`src/rtl/regfile_scoreboard.sv`:
```
// Register bank with multiple read ports, write-to-read forwarding, an optional
// hardwired zero register and a per-register busy scoreboard for decode/writeback.
module regfile_scoreboard #(
    parameter int DATA_W   = 32,
    parameter int ADDR_W   = 5,
    parameter int NREAD    = 2,
    parameter int ZERO_REG = 1,
    parameter int BYPASS   = 1
) (
    input  logic                    clk,
    input  logic                    reset,
    input  logic                    wr_en,
    input  logic [ADDR_W-1:0]       wr_addr,
    input  logic [DATA_W-1:0]       wr_data,
    input  logic [NREAD*ADDR_W-1:0] rd_addr,
    output logic [NREAD*DATA_W-1:0] rd_data,
    output logic [NREAD-1:0]        rd_busy,
    input  logic                    claim_en,
    input  logic [ADDR_W-1:0]       claim_addr,
    output logic                    claim_ok,
    output logic [2**ADDR_W-1:0]    busy_vec
);
    localparam int NREG = 2**ADDR_W;
    localparam bit ZR   = (ZERO_REG != 0);
    localparam bit BP   = (BYPASS != 0);

    if (NREAD < 1 || NREAD > 4) begin : g_bad_nread
        $error("regfile_scoreboard: NREAD must be in 1..4");
    end

    logic [DATA_W-1:0] regs_q [NREG];
    logic [NREG-1:0]   busy_q;
    logic [NREG-1:0]   busy_d;
    logic              wr_ok;
    logic              claim_zero;
    logic              claim_hit;

    // A write to the zero register is dropped and must not forward or clear anything.
    assign wr_ok = wr_en && !(ZR && wr_addr == '0);

    for (genvar k = 0; k < NREAD; k++) begin : g_rd
        logic [ADDR_W-1:0] addr;
        logic              zero;
        logic              hit;

        assign addr = rd_addr[k*ADDR_W +: ADDR_W];
        assign zero = ZR && addr == '0;
        assign hit  = BP && wr_ok && addr == wr_addr;

        assign rd_data[k*DATA_W +: DATA_W] = zero ? '0 : (hit ? wr_data : regs_q[addr]);
        assign rd_busy[k]                  = !zero && busy_q[addr] && !hit;
    end

    assign claim_zero = ZR && claim_addr == '0;
    assign claim_hit  = BP && wr_ok && claim_addr == wr_addr;
    assign claim_ok   = claim_en && (claim_zero || !(busy_q[claim_addr] && !claim_hit));

    // Claim is applied after the release so a same-register claim ends busy.
    always_comb begin
        busy_d = busy_q;
        if (wr_ok) begin
            busy_d[wr_addr] = 1'b0;
        end
        if (claim_ok && !claim_zero) begin
            busy_d[claim_addr] = 1'b1;
        end
    end

    always_ff @(posedge clk or posedge reset) begin
        if (reset) begin
            for (int i = 0; i < NREG; i++) begin
                regs_q[i] <= '0;
            end
            busy_q <= '0;
        end else begin
            if (wr_ok) begin
                regs_q[wr_addr] <= wr_data;
            end
            busy_q <= busy_d;
        end
    end

    assign busy_vec = busy_q;

endmodule

```
`config.mk`:
```
export PLATFORM = sky130hd
export DESIGN_NAME = regfile_scoreboard
export DESIGN_NICKNAME = d
export VERILOG_FILES = /design/src/rtl/regfile_scoreboard.sv
export SDC_FILE = /design/constraint.sdc
export NUM_CORES = 2
export LEC_CHECK = 0
export ABC_AREA = 0
export CAP_MARGIN = 20
export CORE_ASPECT_RATIO = 0.75
export CORE_UTILIZATION = 30
export CTS_CLUSTER_SIZE = 10
export DETAILED_ROUTE_END_ITERATION = 7
export DONT_BUFFER_PORTS = 1
export HOLD_SLACK_MARGIN = 0.15
export PLACE_DENSITY = 0.52
export REMOVE_ABC_BUFFERS = 1
export SYNTH_ARGS = -nofsm -noshare
export SYNTH_HDL_FRONTEND = slang
export SYNTH_SLANG_ARGS = --single-unit
```
`constraint.sdc`:
```
create_clock -name clk -period 33.2 [get_ports clk]
set_clock_uncertainty 0.05 [all_clocks]
set_input_delay 3.32 -clock clk [delete_from_list [all_inputs] [get_ports clk]]
set_output_delay 3.32 -clock clk [all_outputs]
set_load 0.005 [all_outputs]
```
==> results.txt <==
- H-Tree Depth: 3
- Resized Gates After CTS: 0
* Average wire length per cell after detail routing: 31.52 um
- The repair_antennas step left the layout with diodes totalling 0.
- Category of the most critical setup path: in -> out
- Power per unit of standard cell area: 57.19 mW/mm^2
- Entering global routing, the biggest net connects 391 pins.
- Die Outline Area: 0.1960 mm^2
- In the layout the commonest cells are sky130_fd_sc_hd__dfrtp_1 (1,056), sky130_fd_sc_hd__mux2_2 (865), sky130_fd_sc_hd__mux2i_1 (506).
- Along the worst path, the maximum fanout reaches 390.
- The min-delay analysis places its worst path in the category reg -> reg.
* Critical path's slowest cell: sky130_fd_sc_hd__nand3_4
- The critical path crosses 7 cells after its start point.
- The tool flagged a number of max-cap violations equal to 0.
- Setup TNS: 0 ps
- The detailed router placed 38,990 vias in this run.
- The number of antenna violations at the first check in global routing was 6.
- Height of the chip: 383.6 um
* Sequential fraction of the synthesis area: 0.4536
- Final net count: 4,116
- The share of total power dissipated in sequential elements is 0.477.
- The cell area that synthesis handed to floorplanning was 0.05826 mm^2.
- Internal power: 2.600 mW
* Core area: 0.1922 mm^2
- Counting tap cells, the placed design contains a total of 6,477 instances.
- In the synthesized netlist the dominant register cell turns out to be sky130_fd_sc_hd__dfrtp_1.
- Num Clock Sinks: 1,056
- For this run, the top clock speed supported by timing is 99.82 MHz.
- Async S/R FF share, synth: 1.000
- Worst hold path cell count: 0
- TritonCTS clock tree: yes
* Worst Reg-to-Reg Cells: 6
- The congestion estimate from routability-driven global placement came to 0.7832.
- Across all setup checks in the final design, the least slack found is 23,180 ps.
* Violations in the final reports: slew limit
- The wire-length estimate of the detail-placed layout is 103,300 um.
- Finished Core Util: 0.3277
- Hold EP: regs_q[1003]
- OpenSTA, run right after detailed placement, puts the worst setup slack at 23,530 ps.
- The cell sitting at the root of the clock tree is a sky130_fd_sc_hd__clkbuf_16.
- Share of layout cells above drive strength 1: 0.3434
- Clk_lat worst skew: 760 ps
- Beginning of the worst hold path: regs_q[1003]
- Part of the total power dissipated in combinational logic: 0.190
- The count of cells in the finished layout, fillers not included, comes to 6,626.
- Count of yosys warnings during synthesis: 0
- Overall power of the completed layout: 3.602 mW
- Inserted Clock Buffers: 118
- Reg2reg setup slack: 30,940 ps
* Worst rel slew slack: -0.2709
- The cell count after synthesis came out at 4,372.
- Launching point of the worst reg2reg path: busy_vec[2]
* Initial core utilization: 0.3031
- In this design, the stage delay of the slowest critical-path cell is 570 ps.
- Average cell area after synthesis: 13.33 um^2
- After clock tree synthesis, the flow added hold-fix buffers numbering 0.
* Worst vdd rail ir drop: 0.04730 mV
* Total congestion overflow: 0
* Sw frac: 0.2782
- First-pass iteration count of the detailed router: 6
- STA classifies the critical path startpoint as an input pin.
- Counting distinct cell types in the post-synthesis netlist gives 62.
- Post-Place Cell Area: 0.05973 mm^2
- Antenna-violating nets left: 0
- After synthesis the netlist holds a flip-flop and latch count of 1,056.
* Total of fill cells in the finished design: 18,890
* IO Count: 155
- Endpoint of the lowest-slack register-to-register path: busy_vec[11]
- Total global-route track usage: 0.2109
- The clock passes through at most 3 buffers.
- The number of global-route vias before repair came to 39,710.
- In the finished design, the share of the clock period the worst path needs comes to 0.3018.
* Max Transition Viols Final: 288
- Die Width: 510.8 um
- Multi-input gate area in the final layout: 0.02963 mm^2
- The number of failing hold endpoints at the final stage came to 0.
- The critical path goes through xor2_1, nor4_1, nand3_4, nand2_1, buf_4, a211oi_1, a211o_1.
- Using the TritonRoute via totals, the vias-per-cell ratio works out to 5.884.
- Compared with the post-synthesis result, the final layout area differs by 8.112%.
* Critical Path RT: 29,830 ps
* Leakage power of the design: 27.09 nW
- Result of the run: complete, but fails checks
- Number of setup violations in the final report: 0
* Number of enable flip-flop cells after synthesis: 0
- Type of element capturing the critical path: primary output
* Total of buffers placed on input and output ports: 0
- Final hold analysis gives a worst-case slack of 346.7 ps.
- The cell family contributing the most delay on the critical path is simple AND/OR/NAND/NOR gates.
- Routed wire length: 208,900 um
* Register area: 0.02643 mm^2
- Power spent charging and discharging nets: 1.002 mW
- First-pass GRT wire length: 302,200 um
- Unrepaired setup endpoints after global routing: no
- Shortest clock period the worst path allows after layout: 10,020 ps
* Arrival time at the worst endpoint: 6650 ps
* Transition time of the tightest slew-check pin: 1906 ps
- After clock tree synthesis, the clock-pin slew on the worst setup and hold paths is 60 ps.
* DR iter-0 viols: 4,134
- Number of placement rows: 139
- In this run the post-CTS setup repair buffer count came out at 0.
- Post-route design area: 0.06298 mm^2
* Most common cell after layout, fill and taps aside: sky130_fd_sc_hd__dfrtp_1
* Portion of total power attributed to the clock network: 0.333
- After detailed routing, the number of remaining DRC violations is 0.
- CP Buf/Inv Count: 1
-- worst max path at each step --
stage | from | to
2_1_floorplan | reset | busy_vec[0]
3_3_place_gp | rd_addr[6] | rd_data[55]
3_5_place_dp | wr_addr[4] | rd_data[9]
4_1_cts | wr_addr[4] | rd_data[9]
5_1_grt | rd_addr[5] | rd_data[57]
6_report | rd_addr[5] | rd_data[57]
-- power by group through the flow --
stage | sequential, mW | combinational, mW | clock (mW)
floorplan | 1.68 | 0.544 | 0
global placement | 1.72 | 0.672 | 0
detailed placement | 1.73 | 0.682 | 0
CTS | 1.71 | 0.685 | 1.22
global route | 1.75 | 0.739 | 1.27
finish | 1.72 | 0.685 | 1.20
-- area by class of cell --
cell class,instances,share of cell area
inverter,9,0.0007549
clock inverter,4,0.001192
multi-input combinational,2818,0.4705
sequential,1056,0.4196
clock buffer,144,0.05006
tap,2538,0.05042
timing repair buffer,57,0.007529
-- sequential cells by signal, summed over array words and instances, names as in the netlist --
name and count:
busy_vec 32, regs_q 1024
-- worst reg2reg max path, cell delays in order (launching register included) --
cell	delay, ps
sky130_fd_sc_hd__dfrtp_1	460
sky130_fd_sc_hd__mux2i_1	140
sky130_fd_sc_hd__or3_1	330
sky130_fd_sc_hd__mux4_2	470
sky130_fd_sc_hd__a31o_2	300
sky130_fd_sc_hd__nand4_2	250
sky130_fd_sc_hd__o21ai_1	130
-- logic make-up after synthesis --
kind of cell / synth area share
muxes: 0.3916
buffers and inverters: 0.04297
xor gates and xnor gates: 0.002255
and+or+nand+nor: 0.02547
AOI/OAI and AO/OA: 0.08415
DFF: 0.4536
-- routing by layer --
layer,GRT usage,share of wire,vias to the layer above
met5,0,0.00029,-
met4,0.06315,0.031,8
met3,0.05054,0.080,327
met2,0.3313,0.45,1493
met1,0.2873,0.43,21040
li1,-,-,16110
-- synth_stat cells, drive strengths merged (3+ instances only) --
library cell | count | share of area
a211o | 16 | 0.0024
o21ai | 187 | 0.016
or3 | 12 | 0.0013
a31oi | 21 | 0.0023
buf | 223 | 0.025
or2 | 10 | 0.0011
or3b | 6 | 0.00090
dfrtp | 1056 | 0.45
o221ai | 5 | 0.00075
clkbuf | 266 | 0.017
a221oi | 196 | 0.030
nand2 | 80 | 0.0052
nor3b | 8 | 0.0010
o31ai | 13 | 0.0017
clkinv | 3 | 0.00019
xor2 | 12 | 0.0018
nor2 | 142 | 0.0091
a21oi | 88 | 0.0076
nand2b | 5 | 0.00054
o22ai | 3 | 0.00032
o22a | 8 | 0.0012
mux2 | 998 | 0.19
inv | 6 | 0.00039
and2 | 3 | 0.00032
nand3 | 12 | 0.0011
nor2b | 7 | 0.00075
a211oi | 12 | 0.0015
a32oi | 10 | 0.0015
a221o | 43 | 0.0074
nor3 | 20 | 0.0017
xnor2 | 3 | 0.00045
mux2i | 506 | 0.087
mux4 | 289 | 0.11
nand3b | 7 | 0.00090
a22oi | 80 | 0.010
(Power assumes the default switching activity.)
